**src/rtl/servo_pwm_decoder.sv**
```systemverilog
// rtl/servo_pwm_decoder.sv - servo PWM pulse-width measurement and angle recovery
module servo_pwm_decoder #(
  parameter int MIN_COUNT     = 25000,
  parameter int MAX_COUNT     = 50000,
  parameter int REJECT_LO     = 12500,
  parameter int REJECT_HI     = 62500,
  parameter int TIMEOUT_COUNT = 1000000
) (
  input  logic        i_Clk,
  input  logic        clr,
  input  logic        i_Pwm,
  output logic [8:0]  o_Angle,
  output logic        o_Valid,
  output logic [19:0] o_Pulse_Width,
  output logic        o_Error,
  output logic        o_Timeout
);

  localparam logic [19:0] MIN_W = 20'(MIN_COUNT);
  localparam logic [19:0] MAX_W = 20'(MAX_COUNT);
  localparam logic [19:0] LO_W  = 20'(REJECT_LO);
  localparam logic [19:0] HI_W  = 20'(REJECT_HI);
  localparam logic [19:0] TO_W  = 20'(TIMEOUT_COUNT);
  // Divisor pre-shifted to line up with the most significant quotient bit.
  localparam logic [31:0] SPAN_SH = 32'(MAX_COUNT - MIN_COUNT) << 8;

  typedef enum logic [2:0] {WAIT_LOW, WAIT_RISE, HIGH, CHECK, DIVIDE} state_t;

  state_t      state;
  logic        sync_a, s, s_d;
  logic        rise, fall;
  logic [19:0] w;
  logic [19:0] idle_cnt;
  logic [19:0] wc;
  logic [31:0] offset;
  logic [22:0] dividend;
  logic [22:0] rem;
  logic [31:0] dsh;
  logic [8:0]  quo;
  logic [3:0]  step;
  logic        ge;

  // Two-flop synchronizer plus delay tap; reset to "high" so a line that is
  // already high at reset release never looks like a fresh rising edge.
  always_ff @(posedge i_Clk) begin
    if (clr) begin
      sync_a <= 1'b1;
      s      <= 1'b1;
      s_d    <= 1'b1;
    end else begin
      sync_a <= i_Pwm;
      s      <= sync_a;
      s_d    <= s;
    end
  end

  assign rise = s & ~s_d;
  assign fall = ~s & s_d;

  // Idle counter: cycles since the last rising edge, saturating at the limit.
  always_ff @(posedge i_Clk) begin
    if (clr || rise) begin
      idle_cnt <= '0;
    end else if (idle_cnt != TO_W) begin
      idle_cnt <= idle_cnt + 20'd1;
    end
  end

  assign o_Timeout = (idle_cnt == TO_W);

  // Clamp the width into the mapped range and scale by 180 (128+32+16+4).
  always_comb begin
    wc = w;
    if (w < MIN_W) begin
      wc = MIN_W;
    end else if (w > MAX_W) begin
      wc = MAX_W;
    end
    offset   = 32'(wc - MIN_W);
    dividend = 23'((offset << 7) + (offset << 5) + (offset << 4) + (offset << 2));
    ge       = ({9'd0, rem} >= dsh);
  end

  // Measurement FSM: width capture, range check, restoring divide, result.
  always_ff @(posedge i_Clk) begin
    if (clr) begin
      state         <= WAIT_LOW;
      w             <= '0;
      rem           <= '0;
      dsh           <= '0;
      quo           <= '0;
      step          <= '0;
      o_Angle       <= '0;
      o_Pulse_Width <= '0;
      o_Valid       <= 1'b0;
      o_Error       <= 1'b0;
    end else begin
      o_Valid <= 1'b0;
      o_Error <= 1'b0;
      case (state)
        WAIT_LOW: begin
          if (!s) state <= WAIT_RISE;
        end
        WAIT_RISE: begin
          if (rise) begin
            w     <= 20'd1;
            state <= HIGH;
          end
        end
        HIGH: begin
          // Stuck-high guard is checked first so w stops at REJECT_HI + 1.
          if (w > HI_W) begin
            o_Error <= 1'b1;
            state   <= WAIT_LOW;
          end else if (fall) begin
            state <= CHECK;
          end else if (s) begin
            w <= w + 20'd1;
          end
        end
        CHECK: begin
          if (w < LO_W || w > HI_W) begin
            o_Error <= 1'b1;
            state   <= WAIT_RISE;
          end else begin
            rem   <= dividend;
            dsh   <= SPAN_SH;
            quo   <= '0;
            step  <= '0;
            state <= DIVIDE;
          end
        end
        DIVIDE: begin
          if (step == 4'd9) begin
            o_Angle       <= quo;
            o_Pulse_Width <= w;
            o_Valid       <= 1'b1;
            state         <= WAIT_RISE;
          end else begin
            if (ge) rem <= rem - dsh[22:0];
            quo  <= {quo[7:0], ge};
            dsh  <= dsh >> 1;
            step <= step + 4'd1;
          end
        end
        default: state <= WAIT_LOW;
      endcase
    end
  end

endmodule

```
**config.mk**
```make
export PLATFORM = sky130hd
export DESIGN_NAME = servo_pwm_decoder
export DESIGN_NICKNAME = d
export VERILOG_FILES = /design/src/rtl/servo_pwm_decoder.sv
export SDC_FILE = /design/constraint.sdc
export NUM_CORES = 1
export LEC_CHECK = 0
export BUFFER_PORTS_ARGS = -buffer_cell sky130_fd_sc_hd__buf_2
export CAP_MARGIN = 10
export CORE_UTILIZATION = 30
export CTS_CLUSTER_DIAMETER = 120
export DETAILED_ROUTE_END_ITERATION = 16
export GPL_TIMING_DRIVEN = 0
export HOLD_SLACK_MARGIN = 0.03
export PLACE_DENSITY = 0.55
export SLEW_MARGIN = 15
export SYNTH_ARGS = -nofsm -noshare
export SYNTH_HDL_FRONTEND = slang
export SYNTH_SLANG_ARGS = --single-unit
```
**constraint.sdc**
```tcl
create_clock -name i_Clk -period 11.13 [get_ports i_Clk]
set_clock_uncertainty 0.2 [all_clocks]
set_input_delay 0.5565 -clock i_Clk [delete_from_list [all_inputs] [get_ports i_Clk]]
set_output_delay 0.5565 -clock i_Clk [all_outputs]
set_load 0.05 [all_outputs]
```
# --- After elaboration in Yosys (flattened, before gate mapping) ---
# Cells that the tools add are included.
totals:
  reg_bits: 145
  word_cells: 91
  out_inout_bits: 32
  in_bits: 3
classes:
  bitwise_logic: 5
  order_cmp: 5
  mux: 31
  n_addsub: 8
  eq_ne: 17
  n_reduce_logical: 11
op_table:
  columns: ["cell", "n"]
  rows:
  - ["$mux 20", 6]
  - ["$add 23x23->23", 3]
  - ["$mux 23", 3]
  - ["$mux 32", 2]
  - ["$pmux 32 s2", 1]
  - ["$pmux 23 s2", 1]
  - ["$add 20x1->20 const B", 2]
  - ["$gt 20x16->1 const B", 2]
  - ["$pmux 20 s2", 1]
  - ["$ge 23x32->1", 1]
  - ["$sub 23x23->23", 1]
  - ["$sub 20x15->21 const B", 1]
  - ["$eq 20x20->1 const B", 1]
  - ["$lt 20x14->1 const B", 1]
  - ["$lt 20x15->1 const B", 1]
  - ["$ne 20x20->1 const B", 1]
  - ["$mux 3", 6]
  - ["$mux 9", 2]
  - ["$ne 2x2->1 const B", 9]
  - ["$pmux 9 s2", 1]
  - ["$pmux 3 s5", 1]
  - ["$mux 4", 2]
  - ["$pmux 4 s2", 1]
  - ["$reduce_and 4->1", 2]
  - ["other kinds (17)", 25]

# --- Longest topological paths before layout ---
# Gate-level depths: netlist (run 1).
logic_depth:
  depth_word: 9
  depth_mapped: 27
  ltp_nobuf: 26

# --- Least setup slack after synthesis (run 1) ---
# Ideal clock, no wire load.
synth_timing:
  path_kind: "register to register"
  startpoint: "register w[3]"
  endpoint: "register rem[21]"
  setup_ps: 145
  stages_incl_launch_ff: 27
  required_time_ps: 10785
  setup_slack_ps: 5135
  n_path_buf: 1
  arrival_ps: 5651
  period_less_slack_ps: 5995
  cell_sequence: "dfxtp_1 clkbuf_1 o41a_1 o21ai_0 a21oi_1 nor4_1 o21ai_0 o21ai_0 ha_1 nor2b_1 o21bai_1 xor2_1 nand2_1 nand2_1 inv_1 fa_1 fa_1 inv_1 ha_1 o2111ai_1 o21bai_1 o211ai_1 nand4_1 a21boi_0 nor4_1 a2111oi_0 a311oi_2"
synth_via:
  elab_chain_len: 9
synth_lines:
  columns: ["item", "line_no", "source"]
  rows:
  - ["from (decl)", "32", "logic [19:0] w;"]
  - ["from (signal assigned)", "118", "w <= w + 20'd1;"]
  - ["$gt 20x16->1", "76", "end else if (w > MAX_W) begin"]
  - ["$mux 20", "76", null]
  - ["$mux 20", "74", "if (w < MIN_W) begin"]
  - ["$sub 20x15->21", "79", "offset = 32'(wc - MIN_W);"]
  - ["$add 23x23->23 (3 in series)", "80", "dividend = 23'((offset << 7) + (offset << 5) + (offset << 4) + (offset << 2));"]
  - ["$mux 23", "122", "if (w < LO_W || w > HI_W) begin"]
  - ["$pmux 23 s2", "100", "case (state)"]
  - ["to (signal assigned)", "126", "rem <= dividend;"]
  - ["to (signal assigned)", "140", "if (ge) rem <= rem - dsh[22:0];"]
  - ["to (decl)", "37", "logic [22:0] rem;"]
# Several ways; a longest one is shown, not always the timed one. The select of a mux whose other input is x is not followed.
# A chain may end at the register's enable or synchronous reset.

# --- Final worst setup path (run 1) ---
# Same ends and word-level chain as after synthesis.

==> impl_results.md, run 1 <==
- Outcome: finished, final reports clean
- First DRT Iteration DRCs: 500
- CTS Hold Bufs: 0
- Mux share of post-synthesis cell area: 0.4467%
- Syn Area/Cell: roughly 8 um^2
- Endpoint, Worst Hold: sync_a
- Req. time, crit path: 11.19 ns
- Fill cell count: 3,096
- Main combinational cell family by area after synthesis: simple AND/OR/NAND/NOR gates
- Reg clk slew, reported paths: 0.06 ns
- Worst-Skew Late Latency: 0.43 ns
- Slew @ Worst Pin: 0.8668 ns
- DR top layer: met4
- #FFs+latches synth: ~140
- Max IR drop VDD: 74.93 uV
- Largest net degree at the start of global routing: 17
- Post-layout minimum cycle time: 7.367 ns
- Core box area: 0.02901 mm^2
- # port buffers: 33
- Cells after Synth: 1,135
- R2R cell count: 26
- Post-CTS setup buffer count: 0
- Total Negative Setup Slacks: 0 ns
- CP arrival: 7.43 ns
- CTS H-Tree Depth: 4
- I/O Pins: 35
- Pwr dens: between 100 and 150 mW/mm^2
- CTS buffer count: 17
- N_diodes: 0
- Fmax: 0.1357 GHz
- Dpl cells: 1,555
- Hold Vio Cnt, Final: 0
- Die area: 0.03057 mm^2
- Path type of the worst setup path: reg2reg
- Number of instances resized during post-cts repair: 0
- Die W: 174.8 um
- Final wirelength: ~24 mm
- Layout Utilization: 35.16%
- MaxCap Viol Count: 0
- Routability cong.: 0.8431
- CP Max Fanout: 10
- FF-to-FF End: rem[21]
- Compound-Gate Fraction of Synth Area: 20.55%
- Initial antenna violation count: 0
- Hold Crit Class: in2reg
- Xor/xnor share of the synthesized area: under 10%
- Min-Delay Startpoint: i_Pwm
- Post-Synth Adder-Cell Area: 13.79%
- Setup-failing EPs final: 0
- Register area: 0.002723 mm^2
- Area of the multi-input gates: about 0.0056 mm^2
- Synth Flop Type: dfxtp_1
- Seq/Total Area, Yosys: 30.38%
- Longest Clk Path Bufs: 2
- Initial Util: 30.89%
- Final period util: 66.19%
- Total GRT Usage: around 16%
- CTS root buf: clkbuf_16
- Final ANT Viol Nets: 0
- Row Count: 62
- Leak pwr: between 4 and 5 nW
- Worst slew margin: 42.21%
- Met1 Routed Length: 12.19 mm
- Synthesis-to-layout area growth: 13.81%
- Gr ovfl total: 0
- Max Transition Viols Final: 0
- WL per Instance: around 15 um
- Routed vias: 7,980
- Synth unique cells: 69
- Reg2Reg Setup Slack: 3.76 ns
- Post-Synth Simple-Gate Area: 21.74%
- Post-synthesis async set-or-reset flop share: 0%
- Vias in the first global route: 7,702
- Hpwl dp: 18.42 mm
- DRC Markers: 0
- Yosys warnings: 0
- Met2 WL: approximately 11 mm
- Number of flops mapped to enable cells by yosys: 0
- Type of element capturing the critical path: flip-flop
- Hold path cells: 2
- Finished Layout Cells: roughly 1,600
- Drt first pass iters: 5
- CTS Sinks: between 100 and 150
- WL met3: 917 um
- Worst setup SP type: flip-flop
- Vias per cell: 5.028
- RR Startpoint: w[3]
- Layout cell share with drive strength beyond 1: about a tenth
- Netlist area before placement: 0.008962 mm^2
- CTS tree: yes
- Final net count: between 1,000 and 1,500
- Global-route wire length before repair: 39.89 mm
- Vert. Die Dim: around 170 um
- RSZ-0062 raised after global routing: false
flip-flops by register name (all words and copies together), names as in the netlist:
name,count
dsh,23
rem,23
idle_cnt,20
o_Pulse_Width,20
w,20
o_Angle,9
quo,9
step,4
state,3
o_Error,1
o_Valid,1
s,1
s_d,1
sync_a,1
cell families after synthesis:
family,Yosys count
simple gates,420
compound gates,274
buf+inv,157
flops,136
fa+ha+maj,82
xor+xnor,60
mux,4
other cells,2
layer usage:
layer | global-route usage [%] | vias up
met3 | 2.524 | 27
met1 | 23.03 | 3766
met4 | 4.312 | 0
met2 | 25.51 | 168
li1 | - | 4019
met5 | 0 | -
synthesized netlist by cell type, drive strengths merged (2+ instances only):
| master | n | area [um^2] |
|---|---|---|
| nand4 | 14 | 87.58 |
| ha | 54 | 675.7 |
| or3 | 11 | 68.82 |
| nand3 | 46 | 235.2 |
| nand2b | 8 | 50.05 |
| o21ai | 39 | 195.2 |
| a31o | 2 | 17.52 |
| o31a | 5 | 43.79 |
| nand2 | 141 | 529.3 |
| nor4 | 6 | 37.54 |
| a221o | 2 | 20.02 |
| nor2b | 9 | 56.30 |
| o31ai | 2 | 15.01 |
| xor2 | 31 | 271.5 |
| and2 | 7 | 43.79 |
| a211oi | 19 | 197.7 |
| nand3b | 3 | 22.52 |
| a21o | 12 | 90.09 |
| and4 | 2 | 17.52 |
| nor3 | 20 | 100.1 |
| a2111oi | 2 | 36.29 |
| a31oi | 8 | 50.05 |
| nor2 | 114 | 427.9 |
| and3 | 17 | 106.4 |
| inv | 99 | 371.6 |
| o21a | 11 | 82.58 |
| or4 | 7 | 56.30 |
| o211ai | 4 | 30.03 |
| or2 | 10 | 62.56 |
| a21oi | 120 | 615.6 |
| conb | 2 | 7.510 |
| mux2i | 4 | 40.04 |
| xnor2 | 29 | 254.0 |
| a22oi | 4 | 30.03 |
| o2111ai | 2 | 17.52 |
| clkbuf | 45 | 168.9 |
| o21bai | 10 | 75.07 |
| dfxtp | 136 | 2723 |
| a311oi | 15 | 168.9 |
| buf | 13 | 100.1 |
| a211o | 5 | 43.79 |
| fa | 28 | 560.5 |
critical path, cell delays in order, from the launching register on:
cell and delay, ns:
dfxtp_1 0.30, clkbuf_1 0.26, o41a_1 0.39, o21ai_0 0.15
a21oi_1 0.09, nor4_1 0.33, o21ai_0 0.23, o21ai_0 0.64
ha_1 0.42, nor2b_1 0.11, o21bai_1 0.25, xor2_1 0.17
nand2_1 0.06, nand2_1 0.17, inv_1 0.13, fa_1 0.52
fa_1 0.52, inv_1 0.04, ha_1 0.34, o2111ai_1 0.19
o21bai_1 0.23, o211ai_1 0.23, nand4_1 0.15, a21boi_0 0.34
nor4_1 0.08, a2111oi_0 0.59, a311oi_2 0.10
worst max path at each step:
stage / from / to / slack [ns] / cells past startpoint
2_1_floorplan: w[3] / rem[21] / 5.13 / 26
3_3_place_gp: w[16] / rem[21] / 3.54 / 22
3_5_place_dp: w[3] / rem[21] / 3.83 / 26
4_1_cts: w[3] / rem[21] / 3.77 / 26
5_1_grt: w[3] / rem[21] / 3.16 / 26
6_report: w[3] / rem[21] / 3.76 / 26
metrics by stage:
| stage | setup slack, ns | power, mW | hold slack (ns) | instance area, um^2 |
|---|---|---|---|---|
| global route | 3.157 | 1.106 | 0.1108 | 10200 |
| global placement | 3.540 | 0.5277 | 0.1938 | 9615 |
| detailed placement | 3.825 | 0.5278 | 0.1953 | 9627 |
| floorplan | 5.135 | 0.5191 | 0.1895 | 8970 |
| CTS | 3.770 | 1.081 | 0.1034 | 10200 |
| finish | 3.763 | 1.071 | 0.1136 | 10200 |
cells in the final DEF (no fill, tap or decap), types with 4 or more instances in the layout:
cell type	n
nand2_1	141
dfxtp_1	136
a21oi_1	118
nor2_1	114
inv_1	99
ha_1	54
nand3_1	45
clkbuf_1	45
o21ai_0	39
buf_2	39
xor2_1	31
xnor2_1	29
fa_1	28
nor3_1	20
and3_1	17
clkbuf_16	17
nand4_1	14
a21o_1	12
o21a_1	11
or3_1	11
a211oi_2	11
or2_2	10
o21bai_1	10
a311oi_1	9
nor2b_1	9
nand2b_1	8
a211oi_1	8
a31oi_1	8
and2_1	7
or4_1	6
buf_6	6
a311oi_2	6
nor4_1	5
o31a_1	5
a211o_1	5
o211ai_1	4
a22oi_1	4
mux2i_1	4
conb_1	4
cell type report:
class                           count  share of cell area, %
Buffer                             58                  2.637
Clock inverter                     13                  1.178
Clock buffer                       19                  4.441
Multi-Input combinational cell    844                  55.03
Inverter                           99                  3.643
Tap cell                          384                  4.710
Timing Repair Buffer               34                  1.668
Sequential cell                   136                  26.69
power breakdown:
part	total, mW	switching [mW]	internal, mW
clock	0.554	0.233	0.321
combinational	0.0270	0.0193	0.00763
sequential	0.490	0.00157	0.488
(Power assumes the default switching activity.)
==> inputs of run 2 (changes only) <==
==> constraint.sdc (replaced) <==
create_clock -name i_Clk -period 6.97 [get_ports i_Clk]
set_clock_uncertainty 0.2 [all_clocks]
set_input_delay 0.3485 -clock i_Clk [delete_from_list [all_inputs] [get_ports i_Clk]]
set_output_delay 0.3485 -clock i_Clk [all_outputs]
set_load 0.05 [all_outputs]
==> run 2 against run 1 <==
Non-clock buffer count is 1 lower. Setup slack got worse by 3.4 ns. First-iteration DRC count down 5.6%. Sequential power is 60% higher. Wire length fell by 0.14%. Clock power increased by 60%. Combinational power is 61% higher. Hold slack improved by 0.093 ns. Global-route usage unchanged. Critical endpoint unchanged. Largest power group unchanged. Highest routed layer unchanged.
==> impl_results.md, run 2 (synthesis gave the netlist of run 1 again) <==
- Setup-failing EPs final: 0 (unchanged)
- Most frequent cells in the layout: nand2_1 (141), dfxtp_1 (136), a21oi_1 (117), nor2_1 (114), inv_1 (99)
- DRC Markers: 0 (unchanged)
- CTS buffer count: 17 (unchanged)
- WL per Instance: 15.26 um (about the same)
- Worst-Skew Late Latency: 0.43 ns (about the same)
- Cell area after layout: 0.01023 mm^2 (+0.34%)
- Final wirelength: 24.20 mm (-0.14%)
- Global-route wire length before repair: 39.89 mm (unchanged)
- Longest Clk Path Bufs: 2 (unchanged)
- Layout cell share with drive strength beyond 1: 9.734% (+0.42 points)
- Hpwl dp: 18.42 mm (unchanged)
- Initial antenna violation count: 0 (unchanged)
- Worst setup SP type: flip-flop
- CTS H-Tree Depth: 4 (unchanged)
- Worst hold slack: 0.2067 ns (+0.09309 ns)
- First DRT Iteration DRCs: 472 (-5.6%)
- # port buffers: 33 (unchanged)
- Vias in the first global route: 7,703 (+0.013%)
- Largest net degree at the start of global routing: 17 (unchanged)
- Final period util: 94.27% (+28 points)
- Most common cell after layout, fill and taps aside: nand2_1
- Min-Delay Startpoint: sync_a
- Post-layout minimum cycle time: 6.570 ns (-0.7966 ns)
- Worst slew margin: 42.23% (about the same)
- Initial Util: 30.89% (unchanged)
- Outcome: finished, final reports clean
- Final ANT Viol Nets: 0 (unchanged)
- Slew @ Worst Pin: 0.8665 ns (-0.0003358 ns)
- Routed vias: 7,950 (-0.38%)
- Layout Utilization: 35.28% (+0.12 points)
- Row Count: 62 (unchanged)
- MaxCap Viol Count: 0 (unchanged)
- Placement-stage cell area: 0.009627 mm^2 (unchanged)
- Max Transition Viols Final: 0 (unchanged)
- Reg clk slew, reported paths: 0.06 ns (about the same)
- Core box area: 0.02901 mm^2 (unchanged)
- CTS Sinks: 136 (unchanged)
- CTS tree: yes
- Final net count: 1,274 (-0.078%)
- Drt first pass iters: 7 (+2)
- Leak pwr: 4.124 nW (+0.20%)
- Die area: 0.03057 mm^2 (unchanged)
- Hold Vio Cnt, Final: 0 (unchanged)
- Vert. Die Dim: 174.8 um (unchanged)
- Gr ovfl total: 0 (unchanged)
- Routability cong.: 0.8431 (unchanged)
- Path type of the worst setup path: reg2reg
- Pwr dens: 167.1 mW/mm^2 (+59%)
- Total GRT Usage: 16.26% (unchanged)
- Synthesis-to-layout area growth: 14.20%
- Type of element capturing the critical path: flip-flop
- Die W: 174.8 um (unchanged)
- Hold Crit Class: reg2reg
- RR Startpoint: w[3]
- Endpoint, Worst Hold: s
- Largest regs: dsh (23), rem (23)
- R2R cell count: 25 (-3.8%)
- N_diodes: 0 (unchanged)
- Vias per cell: 5.013 (-0.31%)
- FF-to-FF End: rem[21]
- Req. time, crit path: 7.03 ns (-4.16 ns)
- CP arrival: 6.63 ns (-0.80 ns)
- Reg2Reg Setup Slack: 0.40 ns (-3.36 ns)
- CP Max Fanout: 10 (unchanged)
- Fmax: 0.1522 GHz (+12%)
- Hold path cells: 1 (-1)
- I/O Pins: 35 (unchanged)
- RSZ-0062 raised after global routing: false
- Max IR drop VDD: 120.8 uV (+61%)
- CTS root buf: clkbuf_16
run 2: area by class of cell:
type,count,area (um^2)
timing repair buffer,36,187.7
sequential,136,2723
clock buffer,19,452.9
fill,3084,18780
multi-input combinational,844,5642
clock inverter,13,120.1
buffer,55,257.7
inverter,99,371.6
tap,384,480.5
run 2: timing repair:
action	4_1_cts	5_1_grt
setup endpoints to repair	4	5
hold buffers	1	0
setup buffers	0	1
gates resized for setup	5	4
pin swaps	0	1
hold endpoints to repair	1	0
run 2: per-layer routing:
layer / global-route usage, % / routed length, um
met1: 23.00 / 12180
met2: 25.56 / 10760
met3: 2.524 / 909
met4: 4.275 / 347
met5: 0 / 0
run 2: power breakdown:
group | leakage, nW | switching (mW) | internal (mW) | total (mW)
registers | 1.10 | 0.00251 | 0.780 | 0.782
logic | 2.75 | 0.0310 | 0.0126 | 0.0436
clock network | 0.276 | 0.372 | 0.512 | 0.885
total | 4.12 | 0.406 | 1.30 | 1.71
run 2: worst max path at each step:
stage                     start  endpoint  slack (ns)  cells past startpoint
after CTS                  w[3]   rem[21]        0.02                     26
final                      w[3]   rem[21]        0.40                     25
after floorplan            w[3]   rem[21]        0.97                     26
after global routing       w[1]   rem[21]        0.01                     25
after global placement    w[16]   rem[21]       -0.62                     22
after detailed placement   w[3]   rem[21]       -0.33                     26
run 2: worst max-delay path, stage by stage, from the launching register on:
cell and delay, ns:
dfxtp_1 0.66, o41a_1 0.20, o21ai_0 0.07, a21oi_1 0.22
nor4_2 0.07, o21a_1 0.26, a21oi_4 0.33, ha_1 0.35
nor2b_1 0.11, o21bai_1 0.25, xor2_1 0.17, nand2_1 0.06
nand2_1 0.17, inv_1 0.13, fa_1 0.52, fa_1 0.52
inv_1 0.04, ha_1 0.34, o2111ai_1 0.19, o21bai_1 0.23
o211ai_1 0.23, nand4_1 0.15, a21boi_1 0.25, nor4_1 0.08
a2111oi_1 0.51, a311oi_2 0.09
run 2: metrics by stage:
step	instances	TNS [ns]	setup slack (ns)	power, mW
after floorplan	1137	0	0.9747	0.8290
after global placement	1554	-2.401	-0.6195	0.8426
after detailed placement	1555	-0.5564	-0.3349	0.8428
after CTS	1588	0	0.01568	1.726
after global routing	1586	0	0.01151	1.767
final	1586	0	0.3997	1.711
